==> src/rtl/imm_decode_stage.sv <==
// Registered multi-lane RV32/RV64 immediate decode stage with a valid/ready handshake and a saturating illegal counter.
// Optional compressed decode is enabled by defining IMM_DECODE_RVC_EN.

module imm_decode_lane #(
    parameter int XLEN = 32
) (
    input  logic [31:0]     inst,
    input  logic            vld,
    output logic [XLEN-1:0] imm,
    output logic [2:0]      typ,
    output logic            ill
);
    localparam logic [2:0] T_NONE = 3'd0, T_I = 3'd1, T_S = 3'd2, T_B = 3'd3,
                           T_U = 3'd4, T_J = 3'd5, T_Z = 3'd6;

    logic [31:0] i32;

    always_comb begin
        i32 = '0;
        typ = T_NONE;
        ill = 1'b0;
        if (inst[1:0] == 2'b11) begin
            case (inst[6:2])
                5'b00000, 5'b00001, 5'b00100, 5'b11001: begin
                    typ = T_I;
                    i32 = {{20{inst[31]}}, inst[31:20]};
                end
                5'b01000, 5'b01001: begin
                    typ = T_S;
                    i32 = {{20{inst[31]}}, inst[31:25], inst[11:7]};
                end
                5'b11000: begin
                    typ = T_B;
                    i32 = {{19{inst[31]}}, inst[31], inst[7], inst[30:25], inst[11:8], 1'b0};
                end
                5'b01101, 5'b00101: begin
                    typ = T_U;
                    i32 = {inst[31:12], 12'b0};
                end
                5'b11011: begin
                    typ = T_J;
                    i32 = {{11{inst[31]}}, inst[31], inst[19:12], inst[20], inst[30:21], 1'b0};
                end
                5'b11100: begin
                    if (inst[14]) begin
                        typ = T_Z;
                        i32 = {27'b0, inst[19:15]};
                    end
                end
                5'b01100, 5'b10100, 5'b00011: ;
                default: ill = 1'b1;
            endcase
        end else begin
`ifdef IMM_DECODE_RVC_EN
            // key is {quadrant, funct3} of the 16-bit parcel
            case ({inst[1:0], inst[15:13]})
                5'b01_000, 5'b01_010: begin
                    typ = T_I;
                    i32 = {{26{inst[12]}}, inst[12], inst[6:2]};
                end
                5'b01_011: begin
                    if (inst[11:7] != 5'd0 && inst[11:7] != 5'd2) begin
                        typ = T_U;
                        i32 = {{14{inst[12]}}, inst[12], inst[6:2], 12'b0};
                    end else begin
                        ill = 1'b1;
                    end
                end
                5'b01_101: begin
                    typ = T_J;
                    i32 = {{20{inst[12]}}, inst[12], inst[8], inst[10:9], inst[6], inst[7],
                           inst[2], inst[11], inst[5:3], 1'b0};
                end
                5'b01_110, 5'b01_111: begin
                    typ = T_B;
                    i32 = {{23{inst[12]}}, inst[12], inst[6:5], inst[2], inst[11:10], inst[4:3], 1'b0};
                end
                5'b00_010: begin
                    typ = T_I;
                    i32 = {25'b0, inst[5], inst[12:10], inst[6], 2'b0};
                end
                5'b00_110: begin
                    typ = T_S;
                    i32 = {25'b0, inst[5], inst[12:10], inst[6], 2'b0};
                end
                default: ill = 1'b1;
            endcase
`else
            ill = 1'b1;
`endif
        end
        if (!vld) begin
            i32 = '0;
            typ = T_NONE;
            ill = 1'b0;
        end
    end

    if (XLEN == 64) begin : g_x64
        assign imm = {{32{i32[31]}}, i32};
    end else begin : g_x32
        assign imm = i32;
    end
endmodule

module imm_decode_stage #(
    parameter int XLEN  = 32,
    parameter int LANES = 1,
    parameter int CNT_W = 16
) (
    input  logic                  clk,
    input  logic                  rst_n,
    input  logic                  flush,
    input  logic                  in_valid,
    output logic                  in_ready,
    input  logic [LANES-1:0]      in_lane_vld,
    input  logic [32*LANES-1:0]   in_inst,
    output logic                  out_valid,
    input  logic                  out_ready,
    output logic [LANES-1:0]      out_lane_vld,
    output logic [XLEN*LANES-1:0] out_imm,
    output logic [3*LANES-1:0]    out_type,
    output logic [LANES-1:0]      out_illegal,
    output logic [CNT_W-1:0]      illegal_cnt
);
    logic [LANES-1:0][31:0]     inst_l;
    logic [LANES-1:0][XLEN-1:0] imm_d, imm_q;
    logic [LANES-1:0][2:0]      typ_d, typ_q;
    logic [LANES-1:0]           ill_d, ill_q, lvld_q;
    logic                       vld_q, accept;
    logic [2:0]                 nill;
    logic [CNT_W+2:0]           cnt_sum;
    logic [CNT_W-1:0]           cnt_q;

    assign inst_l = in_inst;

    for (genvar g = 0; g < LANES; g++) begin : g_lane
        imm_decode_lane #(.XLEN(XLEN)) u_lane (
            .inst (inst_l[g]),
            .vld  (in_lane_vld[g]),
            .imm  (imm_d[g]),
            .typ  (typ_d[g]),
            .ill  (ill_d[g])
        );
    end

    assign in_ready = !vld_q || out_ready;
    assign accept   = in_valid && in_ready && !flush;

    always_comb begin
        nill = '0;
        for (int k = 0; k < LANES; k++) nill = nill + {2'b0, ill_d[k]};
    end

    // widened by 3 bits so the add cannot wrap before the saturation compare
    assign cnt_sum = {3'b0, cnt_q} + {{CNT_W{1'b0}}, nill};

    always_ff @(posedge clk or negedge rst_n) begin
        if (!rst_n) begin
            vld_q  <= 1'b0;
            lvld_q <= '0;
            imm_q  <= '0;
            typ_q  <= '0;
            ill_q  <= '0;
        end else if (flush) begin
            vld_q  <= 1'b0;
            lvld_q <= '0;
        end else if (accept) begin
            vld_q  <= 1'b1;
            lvld_q <= in_lane_vld;
            imm_q  <= imm_d;
            typ_q  <= typ_d;
            ill_q  <= ill_d;
        end else if (out_ready) begin
            vld_q  <= 1'b0;
        end
    end

    always_ff @(posedge clk or negedge rst_n) begin
        if (!rst_n)
            cnt_q <= '0;
        else if (accept)
            cnt_q <= (cnt_sum > {3'b0, {CNT_W{1'b1}}}) ? {CNT_W{1'b1}} : cnt_sum[CNT_W-1:0];
    end

    assign out_valid    = vld_q;
    assign out_lane_vld = lvld_q;
    assign out_imm      = imm_q;
    assign out_type     = typ_q;
    assign out_illegal  = ill_q;
    assign illegal_cnt  = cnt_q;
endmodule

==> config.mk <==
export PLATFORM = sky130hd
export DESIGN_NAME = imm_decode_stage
export DESIGN_NICKNAME = d
export VERILOG_FILES = /design/src/rtl/imm_decode_stage.sv
export SDC_FILE = /design/constraint.sdc
export NUM_CORES = 1
export LEC_CHECK = 0
export ABC_AREA = 1
export ABC_CLOCK_PERIOD_IN_PS = 1800
export CAP_MARGIN = 15
export CORE_MARGIN = 5
export CORE_UTILIZATION = 45
export DETAILED_ROUTE_END_ITERATION = 12
export PLACE_DENSITY = 0.82
export SLEW_MARGIN = 20
export SYNTH_ARGS = -nofsm -noshare
export SYNTH_HDL_FRONTEND = slang
export SYNTH_HIERARCHICAL = 1
export SYNTH_SLANG_ARGS = --single-unit
==> constraint.sdc <==
create_clock -name clk -period 1.8 [get_ports clk]
set_input_delay 0.18 -clock clk [delete_from_list [all_inputs] [get_ports clk]]
set_output_delay 0.18 -clock clk [all_outputs]
set_load 0.01 [all_outputs]
==> results by stage <==
Status:
- The flow ran to the end, and the final reports show no timing, DRC or antenna violations.

GRT:
- The global-route usage over all layers is 0.2008.
- The number of antenna violations at the first check in global routing is 0.
- The via count of the first global-routing pass is 3341.
- The global-route wire length before repair is 16010 um.
- Entering global routing, the biggest net connects 36 pins.
- The total global routing overflow is 0.

Cells and area:
- The repair_antennas step left the layout with diodes totalling 0.
- Relative to the synthesized area, the layout overhead comes to 44.59%.
- The most common cell after layout, fill and taps aside is sky130_fd_sc_hd__nand2_1.
- The final layout contains 669 nets.
- The fraction of final layout cells with drive strength greater than 1 is 0.1667.
- The final-layout fill cell count is 597.
- The top cell types in the final layout, fill and taps aside, are sky130_fd_sc_hd__nand2_1 (207), sky130_fd_sc_hd__clkdlybuf4s50_1 (86), sky130_fd_sc_hd__nor2_1 (59).

Power and ir drop:
- IR analysis of the VDD net gives a maximum drop of 0.3412 mV.
- In this run the static leakage power is 2.559 nW.
- The total power consumption of the routed design is 2.789 mW.
- The total power divided by cell area is 563.9 nW/um2.

Routing:
- In this run the remaining antenna-violating nets after routing total 0.
- The total iterations of the first detailed-routing run is 5.
- For this run, design rule violations remaining after detail routing come to 0.
- Dividing the detail-routed wire length by the instance count gives 13.55 um.
- The detailed router finished its first iteration with 187 violations.
- The total routed wirelength is 9880 um.
- The via-per-instance ratio is 4.993.
- The total via count after detailed routing is 3640.

Critical path:
- STA puts the critical path data arrival time at 1930 ps.
- STA classifies the critical path startpoint as an input pin.
- The kind of critical path is in2reg.
- In this run the number of cells on the critical path is 15.
- In this run the worst setup path begins at in_inst[4].
- The cell family contributing the most delay on the critical path is simple AND/OR/NAND/NOR gates.
- The startpoint of the worst-slack reg-to-reg timing path is illegal_cnt[0].
- For this run, the slowest stage of the critical path takes 260 ps.
- The master of the slowest instance on the critical path is sky130_fd_sc_hd__nor2_2.
- Traced cell by cell, the critical path runs through buf_12 -> nor2_2 -> inv_1 -> nor2_1 -> o21ai_1 -> nand3_1 -> a21oi_2 -> ha_2 -> nand2_4 -> nor2_4 -> buf_4 -> buf_4 -> xor2_1 -> nand2_1 -> nand3_2.
- Counting both buffers and inverters, the worst setup path holds a total of 4.
- The worst register-to-register path has a setup slack of 340 ps.
- The most numerous cell type found on the critical path is sky130_fd_sc_hd__buf_4.
- The critical path endpoint is illegal_cnt[4].
- In this run the worst path has a maximum fanout of 5.
- The kind of end point of the critical path is a flip-flop.
- The worst endpoint required time is 2000 ps.
- The worst reg-to-reg path cell count is 7.
- In this run the critical register-to-register path is captured at illegal_cnt[2].

STA:
- Hold is met by 398.5 ps.
- The number of max-slew violations in the final report is 0.
- The post-route setup TNS is 0 ps.
- Of the available clock period, the critical path in the final layout requires 0.9616.
- The final critical-path required period is 1731 ps.
- For the pin with the worst max-slew slack, the measured transition is 603.5 ps.
- The number of setup violations in the final report is 0.
- The final worst clock skew is 8.173 ps.
- The number of hold-slack violations in the final timing report is 0.
- Across all setup checks in the final design, the least slack found is 69.17 ps.
- Measured against its own limit, the worst slew margin works out to 0.5977.
- Static timing analysis puts the maximum clock frequency at 577.8 MHz.

Die:
- The core area is 7331 um2.
- The floorplan has 31 rows.
- The die is 97.19 um wide.
- The die is 97.19 um tall.
- The overall die area is 9445 um2.
- The initial cell density of the core is 0.4666.
- During I/O placement, the number of pins put on the boundary was 93.

Hold path:
- The classification of the worst-slack hold path is in2async.

CTS:
- For the worst-skew pair, the clock arrives at the later sink with an insertion delay of 310 ps.
- The count of clock tree sinks is 54.
- The clock tree synthesis step divided the H-tree into 2 levels.
- The root buffer cell chosen for the clock tree is sky130_fd_sc_hd__clkbuf_8.
- TritonCTS built the clock tree.
- In this run the deepest clock path goes through 2 buffers.
- Counting the buffers created by CTS gives 5.
- The post-CTS clock slew at the launch and capture registers of the worst setup and hold paths is 100 ps.

Logic synthesis:
- After synthesis the cells add up to 3421 um2.
- Of all cell types, the one taking the most synthesized area is sky130_fd_sc_hd__dfrtp_1.
- Synthesis instantiated 26 different standard cells from the library.
- Of the post-synthesis cell area, the dominant cell type holds 0.3950.
- During synthesis, Yosys emitted a total of 6 warnings.
- Of the synthesized area, sequential elements account for 0.3950.
- The post-synthesis net count is 547.
- The cell count after synthesis came out at 507.
- By area the synthesized netlist is led by sky130_fd_sc_hd__dfrtp_1 (40%), sky130_fd_sc_hd__nand2_1 (23%), sky130_fd_sc_hd__nor2_1 (6.8%).
- In this run, synthesis produced a sequential element count of 54.
- The average cell area after synthesis is 6.747 um2.

Placed design:
- The worst slack at placement is -711.4 ps.
- The post-detailed-placement half-perimeter wirelength is 7155 um.
- The number of input and output port buffers inserted is 92.
- The final estimated routing congestion in global placement is 0.9837.

Job:
- The tool flagged a number of max-cap violations equal to 0.
[worst min-delay path by stage]
stage / startpoint / to / cells after the start
finish: rst_n / illegal_cnt[2] / 2
global route: flush / out_valid / 2
CTS: rst_n / illegal_cnt[2] / 2
detailed placement: rst_n / illegal_cnt[2] / 1
global placement: rst_n / illegal_cnt[4] / 1
floorplan: rst_n / illegal_cnt[0] / 0
[cells by family (layout without fill, tap and decap cells)]
group / after synthesis / count (layout) / synth area share
buffers and inverters: 62 / 184 / 0.09034
AND/OR/NAND/NOR: 348 / 349 / 0.4462
adder cells (fa/ha/maj): 2 / 2 / 0.007314
XOR/XNOR: 1 / 1 / 0.002561
flip-flops: 54 / 54 / 0.3950
AO/OA/AOI/OAI: 40 / 40 / 0.05852
[flip-flops by register name, indices dropped and copies added, names as in the netlist]
register,cells
out_imm,32
illegal_cnt,16
out_type,3
out_illegal,1
out_lane_vld,1
out_valid,1
[routing by layer]
layer / track usage / share of wire / vias up
li1: - / - / 1827
met1: 0.2623 / 0.43 / 1676
met2: 0.3434 / 0.50 / 122
met3: 0.03661 / 0.061 / 15
met4: 0.04968 / 0.012 / 0
met5: 0 / 0 / -
[per-stage QoR]
stage	cell area (um2)	utilization	std cells
detailed placement	4593	0.6266	712
floorplan	3437	-	507
CTS	4767	0.6503	725
global placement	4593	0.6266	712
finish	4946	0.6747	729
global route	4946	0.6747	729
[layout make-up]
cell class	instances	area, um2	area share
clock buffers	6	72.57	0.01467
multi-input cells	392	1922	0.3886
flip-flops and latches	54	1351	0.2732
repair buffers	134	1269	0.2565
well taps	99	123.9	0.02504
clock inverters	2	37.54	0.007589
inverters	42	170.2	0.03440
[power breakdown]
group / internal (mW) / switching [mW] / total [mW]
logic: 0.314 / 0.322 / 0.636
clock network: 0.416 / 0.404 / 0.820
registers: 1.26 / 0.0740 / 1.33
[repair_timing]
item | in CTS | in global routing
pin swaps | 10 | 20
cloned | 1 | 0
gates resized for setup | 34 | 44
hold buffers | 1 | 0
buffers inserted | 3 | 4
hold endpoints to repair | 26 | 0
endpoints found under the setup margin | 16 | 16
[cell usage after synthesis]
| cell | count |
|---|---|
| sky130_fd_sc_hd__a21oi_1 | 27 |
| sky130_fd_sc_hd__buf_2 | 9 |
| sky130_fd_sc_hd__buf_6 | 6 |
| sky130_fd_sc_hd__clkbuf_1 | 3 |
| sky130_fd_sc_hd__clkbuf_8 | 2 |
| sky130_fd_sc_hd__dfrtp_1 | 54 |
| sky130_fd_sc_hd__ha_1 | 2 |
| sky130_fd_sc_hd__inv_1 | 40 |
| sky130_fd_sc_hd__inv_2 | 2 |
| sky130_fd_sc_hd__nand2_1 | 212 |
| sky130_fd_sc_hd__nand2_2 | 3 |
| sky130_fd_sc_hd__nand2_4 | 3 |
| sky130_fd_sc_hd__nand3_1 | 46 |
| sky130_fd_sc_hd__nand3_2 | 5 |
| sky130_fd_sc_hd__nand3_4 | 2 |
| sky130_fd_sc_hd__nand3b_1 | 3 |
| sky130_fd_sc_hd__nand4_1 | 3 |
| sky130_fd_sc_hd__nor2_1 | 62 |
| sky130_fd_sc_hd__nor2_2 | 4 |
| sky130_fd_sc_hd__nor2_4 | 2 |
| sky130_fd_sc_hd__nor2_8 | 1 |
| sky130_fd_sc_hd__nor3_1 | 1 |
| sky130_fd_sc_hd__nor3_4 | 1 |
| sky130_fd_sc_hd__o21ai_0 | 12 |
| sky130_fd_sc_hd__o21ai_1 | 1 |
| sky130_fd_sc_hd__xor2_1 | 1 |
No activity file was read; power rests on OpenSTA's default activity.
